### config.mk
export PLATFORM = sky130hd
export DESIGN_NAME = mdu
export DESIGN_NICKNAME = d
export VERILOG_FILES = /design/src/rtl/mdu_pkg.sv /design/src/rtl/mdu_sign_fix.sv /design/src/rtl/mdu.sv
export SDC_FILE = /design/constraint.sdc
export NUM_CORES = 2
export LEC_CHECK = 0
export ABC_CLOCK_PERIOD_IN_PS = 8700
export BUFFER_PORTS_ARGS = -buffer_cell sky130_fd_sc_hd__buf_2
export CAP_MARGIN = 20
export CORE_AREA = 2 2 310 312
export CTS_BUF_LIST = sky130_fd_sc_hd__clkbuf_4
export DETAILED_ROUTE_END_ITERATION = 10
export DIE_AREA = 0 0 312 314
export PLACE_DENSITY = 0.59
export SLEW_MARGIN = 10
export SYNTH_ARGS = -nofsm -noshare
export SYNTH_HDL_FRONTEND = slang
export SYNTH_SLANG_ARGS = --single-unit
### constraint.sdc
create_clock -name clk -period 8.7 [get_ports clk]
set_input_delay 0.435 -clock clk [delete_from_list [all_inputs] [get_ports clk]]
set_output_delay 0.435 -clock clk [all_outputs]
set_load 0.02 [all_outputs]
### src/rtl/mdu_pkg.sv
// Shared MDU definitions: op-bus bit positions, FSM encoding and operand helpers.
// Imported by the decode stage as well as by the MDU itself.
package mdu_pkg;

    localparam int MDU_VALID  = 0;
    localparam int MDU_WOP    = 1;
    localparam int MDU_MUL    = 2;
    localparam int MDU_MULH   = 3;
    localparam int MDU_MULHSU = 4;
    localparam int MDU_MULHU  = 5;
    localparam int MDU_DIV    = 6;
    localparam int MDU_DIVU   = 7;
    localparam int MDU_REM    = 8;
    localparam int MDU_REMU   = 9;
    localparam int MDU_BUS_W  = 10;

    typedef enum logic [1:0] {
        MDU_IDLE = 2'd0,
        MDU_CALC = 2'd1,
        MDU_DONE = 2'd2
    } mdu_state_e;

    function automatic logic [63:0] sext32(input logic [31:0] v);
        return {{32{v[31]}}, v};
    endfunction

    // Word ops only look at the low half, widened according to the op's signedness.
    function automatic logic [63:0] ext_word(input logic [63:0] v, input logic wop, input logic sgn);
        if (!wop) begin
            return v;
        end else if (sgn) begin
            return {{32{v[31]}}, v[31:0]};
        end else begin
            return {32'd0, v[31:0]};
        end
    endfunction

endpackage

### src/rtl/mdu_sign_fix.sv
// Conditional two's-complement negate: magnitude extraction on the way in,
// sign restoration on the way out.
module mdu_sign_fix #(
    parameter int W = 64
) (
    input  logic [W-1:0] value,
    input  logic         negate,
    output logic [W-1:0] result
);
    assign result = negate ? (~value + {{(W-1){1'b0}}, 1'b1}) : value;
endmodule

### src/rtl/mdu.sv
// Iterative multiply/divide unit: one shift-add or restoring-divide step per cycle,
// sharing a 128-bit shift register and a 65-bit adder between both operations.
module mdu
    import mdu_pkg::*;
(
    input  logic                 clk,
    input  logic                 rst,
    input  logic                 flush_i,
    input  logic [MDU_BUS_W-1:0] mdu_info_bus_i,
    input  logic [63:0]          mdu_op1_i,
    input  logic [63:0]          mdu_op2_i,
    input  logic [4:0]           mdu_rd_idx_i,
    output logic                 mdu_ready_o,
    output logic                 mdu_busy_o,
    output logic                 mdu_res_valid_o,
    output logic [63:0]          mdu_res_o,
    output logic [4:0]           mdu_rd_idx_o,
    input  logic                 mdu_res_ready_i
);

    mdu_state_e   state_r;
    logic [6:0]   cnt_r;
    logic [127:0] acc_r;
    logic [63:0]  mcand_r, res_r;
    logic [4:0]   rd_r;
    logic         ready_r, busy_r, valid_r;
    logic         wop_r, is_div_r, rem_sel_r, high_r, neg_prod_r, neg_rem_r;

    logic [MDU_BUS_W-1:0] bus_s;
    logic         wop_s, sgn1_s, sgn2_s, is_div_s, neg1_s, neg2_s, div_zero_s, ovf_s;
    logic [63:0]  op1_ext_s, op2_ext_s, mag1_s, mag2_s, most_neg_s, dividend_s, special_res_s;
    logic [64:0]  add_a_s, add_b_s;
    logic [65:0]  sum_s;
    logic [127:0] acc_next_s, product_s, post_in_s, post_out_s;
    logic         post_neg_s;
    logic [63:0]  raw_s, final_s;

    assign bus_s    = mdu_info_bus_i;
    assign wop_s    = bus_s[MDU_WOP];
    assign sgn1_s   = bus_s[MDU_MUL] | bus_s[MDU_MULH] | bus_s[MDU_MULHSU] | bus_s[MDU_DIV] | bus_s[MDU_REM];
    assign sgn2_s   = bus_s[MDU_MUL] | bus_s[MDU_MULH] | bus_s[MDU_DIV] | bus_s[MDU_REM];
    assign is_div_s = bus_s[MDU_DIV] | bus_s[MDU_DIVU] | bus_s[MDU_REM] | bus_s[MDU_REMU];

    assign op1_ext_s = ext_word(mdu_op1_i, wop_s, sgn1_s);
    assign op2_ext_s = ext_word(mdu_op2_i, wop_s, sgn2_s);
    assign neg1_s    = sgn1_s & op1_ext_s[63];
    assign neg2_s    = sgn2_s & op2_ext_s[63];

    mdu_sign_fix #(.W(64)) u_pre1 (.value(op1_ext_s), .negate(neg1_s), .result(mag1_s));
    mdu_sign_fix #(.W(64)) u_pre2 (.value(op2_ext_s), .negate(neg2_s), .result(mag2_s));

    // Division special cases resolve at accept time and skip the iteration loop.
    assign most_neg_s = wop_s ? 64'hFFFF_FFFF_8000_0000 : 64'h8000_0000_0000_0000;
    assign div_zero_s = is_div_s && (op2_ext_s == 64'd0);
    assign ovf_s      = (bus_s[MDU_DIV] | bus_s[MDU_REM]) && (op1_ext_s == most_neg_s)
                        && (op2_ext_s == {64{1'b1}});
    assign dividend_s = ext_word(mdu_op1_i, wop_s, 1'b1);

    // Special-case result selection.
    always_comb begin
        special_res_s = 64'd0;
        if (bus_s[MDU_REM] | bus_s[MDU_REMU]) begin
            special_res_s = div_zero_s ? dividend_s : 64'd0;
        end else begin
            special_res_s = div_zero_s ? {64{1'b1}} : dividend_s;
        end
    end

    // Divide computes {rem, dividend_msb} - divisor; multiply computes hi + multiplicand.
    assign add_a_s = is_div_r ? acc_r[127:63] : {1'b0, acc_r[127:64]};
    assign add_b_s = is_div_r ? ~{1'b0, mcand_r} : {1'b0, mcand_r};
    assign sum_s   = {1'b0, add_a_s} + {1'b0, add_b_s} + {65'd0, is_div_r};

    // One iteration step; a carry out on subtract means no borrow.
    always_comb begin
        acc_next_s = acc_r;
        if (is_div_r) begin
            if (sum_s[65]) begin
                acc_next_s = {sum_s[63:0], acc_r[62:0], 1'b1};
            end else begin
                acc_next_s = {acc_r[126:0], 1'b0};
            end
        end else if (acc_r[0]) begin
            acc_next_s = {sum_s[64:0], acc_r[63:1]};
        end else begin
            acc_next_s = {1'b0, acc_r[127:1]};
        end
    end

    // After 32 multiply steps the word product sits 32 bits up in the accumulator.
    assign product_s  = wop_r ? {32'd0, acc_next_s[127:32]} : acc_next_s;
    assign post_in_s  = is_div_r ? {64'd0, (rem_sel_r ? acc_next_s[127:64] : acc_next_s[63:0])} : product_s;
    assign post_neg_s = (is_div_r && rem_sel_r) ? neg_rem_r : neg_prod_r;

    mdu_sign_fix #(.W(128)) u_post (.value(post_in_s), .negate(post_neg_s), .result(post_out_s));

    assign raw_s   = high_r ? post_out_s[127:64] : post_out_s[63:0];
    assign final_s = wop_r ? sext32(raw_s[31:0]) : raw_s;

    // Control FSM with registered handshake outputs.
    always_ff @(posedge clk) begin
        if (rst) begin
            state_r    <= MDU_IDLE;
            cnt_r      <= 7'd0;
            acc_r      <= 128'd0;
            mcand_r    <= 64'd0;
            res_r      <= 64'd0;
            rd_r       <= 5'd0;
            ready_r    <= 1'b1;
            busy_r     <= 1'b0;
            valid_r    <= 1'b0;
            wop_r      <= 1'b0;
            is_div_r   <= 1'b0;
            rem_sel_r  <= 1'b0;
            high_r     <= 1'b0;
            neg_prod_r <= 1'b0;
            neg_rem_r  <= 1'b0;
        end else if (flush_i) begin
            state_r <= MDU_IDLE;
            ready_r <= 1'b1;
            busy_r  <= 1'b0;
            valid_r <= 1'b0;
        end else begin
            case (state_r)
                MDU_IDLE: begin
                    if (bus_s[MDU_VALID]) begin
                        wop_r      <= wop_s;
                        is_div_r   <= is_div_s;
                        rem_sel_r  <= bus_s[MDU_REM] | bus_s[MDU_REMU];
                        high_r     <= bus_s[MDU_MULH] | bus_s[MDU_MULHSU] | bus_s[MDU_MULHU];
                        neg_prod_r <= neg1_s ^ neg2_s;
                        neg_rem_r  <= neg1_s;
                        rd_r       <= mdu_rd_idx_i;
                        mcand_r    <= mag2_s;
                        acc_r      <= {64'd0, (is_div_s && wop_s) ? {mag1_s[31:0], 32'd0} : mag1_s};
                        cnt_r      <= wop_s ? 7'd32 : 7'd64;
                        ready_r    <= 1'b0;
                        busy_r     <= 1'b1;
                        if (div_zero_s || ovf_s) begin
                            state_r <= MDU_DONE;
                            res_r   <= special_res_s;
                            valid_r <= 1'b1;
                        end else begin
                            state_r <= MDU_CALC;
                        end
                    end else begin
                        state_r <= MDU_IDLE;
                    end
                end
                MDU_CALC: begin
                    acc_r <= acc_next_s;
                    cnt_r <= cnt_r - 7'd1;
                    if (cnt_r == 7'd1) begin
                        state_r <= MDU_DONE;
                        res_r   <= final_s;
                        valid_r <= 1'b1;
                    end else begin
                        state_r <= MDU_CALC;
                    end
                end
                MDU_DONE: begin
                    if (mdu_res_ready_i) begin
                        state_r <= MDU_IDLE;
                        ready_r <= 1'b1;
                        busy_r  <= 1'b0;
                        valid_r <= 1'b0;
                    end else begin
                        state_r <= MDU_DONE;
                    end
                end
                default: begin
                    state_r <= MDU_IDLE;
                    ready_r <= 1'b1;
                    busy_r  <= 1'b0;
                    valid_r <= 1'b0;
                end
            endcase
        end
    end

    assign mdu_ready_o     = ready_r;
    assign mdu_busy_o      = busy_r;
    assign mdu_res_valid_o = valid_r;
    assign mdu_res_o       = res_r;
    assign mdu_rd_idx_o    = rd_r;

endmodule

==> results.sh <==
export IMPL_outcome="completed"
export IMPL_vias=43300
export IMPL_io_buffer_count=218
export IMPL_max_slew_margin=0.139
export IMPL_nNetsFinal=5247
export IMPL_synth_seq_cells=279
export IMPL_cp_max_fo=36
export IMPL_yosysTopAreaCell="dfxtp_1"
export IMPL_whs_ns=0.0709
export IMPL_startpoint="is_div_r$_SDFFE_PP0P_"
export IMPL_fin_tns_setup_ns=0
export IMPL_die_area_um2=98000
export IMPL_gp_congestion=1.10
export IMPL_synth_async_reset_ratio=0
export IMPL_cp_required_ns=9.54
export IMPL_finalHoldViolCount=0
export IMPL_clk_latency_ns=1.02
export IMPL_core_um2=94400
export IMPL_wl_per_cell_um=34.9
export IMPL_ios=219
export IMPL_fin_skew_ns=0.123
export IMPL_yosysUniqueCellTypes=117
export IMPL_rows=113
export IMPL_drc=0
export IMPL_p_leak_nw=14.7
export IMPL_gr_total_overflow=0
export IMPL_synthTopCellsByArea="dfxtp_1, a21oi_1, o21ai_0"
export IMPL_start_kind="flip-flop"
export IMPL_p_int_mw=2.82
export IMPL_p_clk_frac=0.273
export IMPL_fin_crit_sh=0.973
export IMPL_r2r_end="mdu_res_o[55]$_SDFFE_PP0P_"
export IMPL_grtUsageTotal=0.432
export IMPL_die_h_um=314
export IMPL_rsz0062_at_grt="false"
export IMPL_setup_viol=0
export IMPL_die_w_um=312
export IMPL_cts_root_buf="clkbuf_4"
export IMPL_antenna_found_initial=23
export IMPL_p_per_area_nw_per_um2=140
export IMPL_grt_pass1_wl_um=305000
export IMPL_drv_slew=0
export IMPL_synth_top_area_frac=0.169
export IMPL_final_common_cell="nor2_1"
export IMPL_synth_edf_count=0
export IMPL_end_kind="flip-flop"
export IMPL_grt_start_max_net_pins=107
export IMPL_drive_above_1_share=0.168
export IMPL_synthFlopType="dfxtp_1"
export IMPL_fmax_mhz=118
export IMPL_totalWireLength_um=222000
export IMPL_critPathKind="flip-flop to flip-flop"
export IMPL_tightest_slew_ns=1.29
export IMPL_grt_pass1_vias=39100
export IMPL_synthToLayoutAreaGrowth_pct=16.2
export IMPL_htreeDepth=3
export IMPL_crit_arrival_ns=9.30
export IMPL_drv_cap=0
export IMPL_hpwl_um=176000
export IMPL_yosys_warnings=0
export IMPL_reg2reg_from="is_div_r$_SDFFE_PP0P_"
export IMPL_p_seq_frac=0.269
export IMPL_viasPerCell=6.79
export IMPL_synth_area_um2=33000
export IMPL_holdPathEnd="mdu_busy_o$_SDFFE_PP0P_"
export IMPL_synth_nets=4962
export IMPL_fin_crit_ns=8.46
export IMPL_syn_avg_cell_area_um2=6.95
export IMPL_hp_class="input pin to flip-flop"
export IMPL_clk_pin_slew_ns=0.06
export IMPL_vdd_ir_drop_max_mv=0.122
export IMPL_drt_antenna_violating_nets=0
export IMPL_drt_first_pass_iters=7
export IMPL_start_util=0.349
export IMPL_combPwrFrac=0.457
export IMPL_holdPathStages=3
export IMPL_switchingPower_mw=2.57
export IMPL_synth_yosys_seq_area_share=0.169
export IMPL_min_from="flush_i"
export IMPL_final_cell_mix="nor2_1, nand2_1, o21ai_0, a21oi_1, dfxtp_1"
export IMPL_ctsLongestPathBuffers=3
export IMPL_cts_made_buffers=89
export IMPL_netSwitchingFraction=0.477
export IMPL_cts_sinks=279
export IMPL_synthCells=4745
export IMPL_rrSetupSlack_ns=0.24
export IMPL_cts_tree="yes"
export IMPL_reg2reg_depth=20
export IMPL_drt_initial_drc_count=6852
## kinds of logic (layout without fill, tap and decap cells)
| kind of cell | after synthesis | count (layout) | synth area share |
|---|---|---|---|
| adder cells (fa/ha/maj) | 71 | 71 | 0.0271 |
| multiplexers | 214 | 214 | 0.0685 |
| AND/OR/NAND/NOR | 1742 | 1742 | 0.254 |
| flip-flops | 279 | 279 | 0.169 |
| XOR/XNOR | 290 | 290 | 0.0770 |
| buffers and inverters | 419 | 771 | 0.0538 |
| other | 0 | 12 | 0 |
| AO/OA/AOI/OAI | 1730 | 1730 | 0.350 |
## registers in the layout, indices dropped and copies added, names as in the netlist
register	count
acc_r	128
mcand_r	64
mdu_res_o	64
cnt_r	7
mdu_rd_idx_o	5
state_r	2
high_r	1
is_div_r	1
mdu_busy_o	1
mdu_ready_o	1
mdu_res_valid_o	1
neg_prod_r	1
neg_rem_r	1
rem_sel_r	1
wop_r	1
## worst max-delay path, cell delays in order (launching register included)
cell and delay (ns):
dfxtp_4 0.70, buf_4 0.42, xor2_1 0.12, ha_1 0.50
a21oi_1 0.35, o21ai_1 0.25, a22oi_1 0.49, a21oi_1 0.27
or2_1 0.48, buf_4 0.30, o21ai_0 0.49, a21oi_1 0.29
nor4b_1 0.75, and4b_1 0.52, nand3_1 0.41, nor2_1 0.41
a31oi_1 0.34, a21oi_1 0.56, xnor2_1 0.26, o221ai_1 0.18
a22o_1 0.22
## power groups by stage
stage	Sequential [mW]	Combinational [mW]	Clock, mW
2_1_floorplan	1.41	1.27	0
3_3_place_gp	1.47	2.29	0
3_5_place_dp	1.47	2.27	0
4_1_cts	1.44	2.31	1.48
5_1_grt	1.45	2.50	1.55
6_report	1.45	2.46	1.47
## routing by layer
metal,global-route usage,vias to the layer above,wire [um]
met2,0.601,3200,87400
li1,-,18500,-
met3,0.155,732,30500
met5,0,-,195
met1,0.574,20800,89800
met4,0.243,26,14500
## through the flow
step	util	total power [mW]	std cells	area, um2	worst slack [ns]
after detailed placement	0.383	3.74	6109	36200	0.494
after global routing	0.406	5.50	6365	38300	0.265
after global placement	0.383	3.76	6108	36200	0.571
final	0.406	5.38	6374	38300	0.238
after CTS	0.405	5.24	6359	38200	0.556
after floorplan	-	2.68	4745	33000	0.0337
## layout make-up
type / instances / area, um2
inverter: 47 / 176
multi-input combinational: 4047 / 25800
fill: 10300 / 56100
sequential: 279 / 5600
tap: 1265 / 1580
clock inverter: 28 / 168
antenna: 12 / 30.0
timing repair buffer: 566 / 4040
clock buffer: 130 / 976
## worst max-delay path by stage
| stage | cells after the start | slack (ns) | end |
|---|---|---|---|
| 2_1_floorplan | 37 | 0.03 | mdu_res_o[52]$_SDFFE_PP0P_ |
| 3_3_place_gp | 20 | 0.57 | mdu_res_o[55]$_SDFFE_PP0P_ |
| 3_5_place_dp | 20 | 0.49 | mdu_res_o[55]$_SDFFE_PP0P_ |
| 4_1_cts | 20 | 0.56 | mdu_res_o[55]$_SDFFE_PP0P_ |
| 5_1_grt | 20 | 0.26 | mdu_res_o[23]$_SDFFE_PP0P_ |
| 6_report | 20 | 0.24 | mdu_res_o[55]$_SDFFE_PP0P_ |
## what timing repair did
item                       4_1_cts  5_1_grt
hold endpoints to repair        83        0
setup endpoints to repair        0        2
hold buffers                    92        0
gates resized for setup          0        0
buffers inserted                 0        1
## cells in the mapped netlist (39+ instances only)
cell      number
o211ai_1      63
clkbuf_1     241
mux2i_1      120
nor2_1       526
a21o_1        66
nor4_1        53
mux2_2        94
nor3_1       149
xor2_1       173
nand2_1      502
a21oi_1      402
o21a_1        45
and2_1        43
buf_2         67
nand4_1       91
inv_1         45
a22oi_1       46
a31oi_1       80
or3_1         62
dfxtp_1      279
nand3_1       87
a211oi_1      83
buf_1         46
o221ai_1      64
nor2b_1       39
ha_1          69
o31ai_1       60
o21ai_0      401
xnor2_1      117
o22ai_1       44
Note: power is estimated with default switching activity, not from simulation.
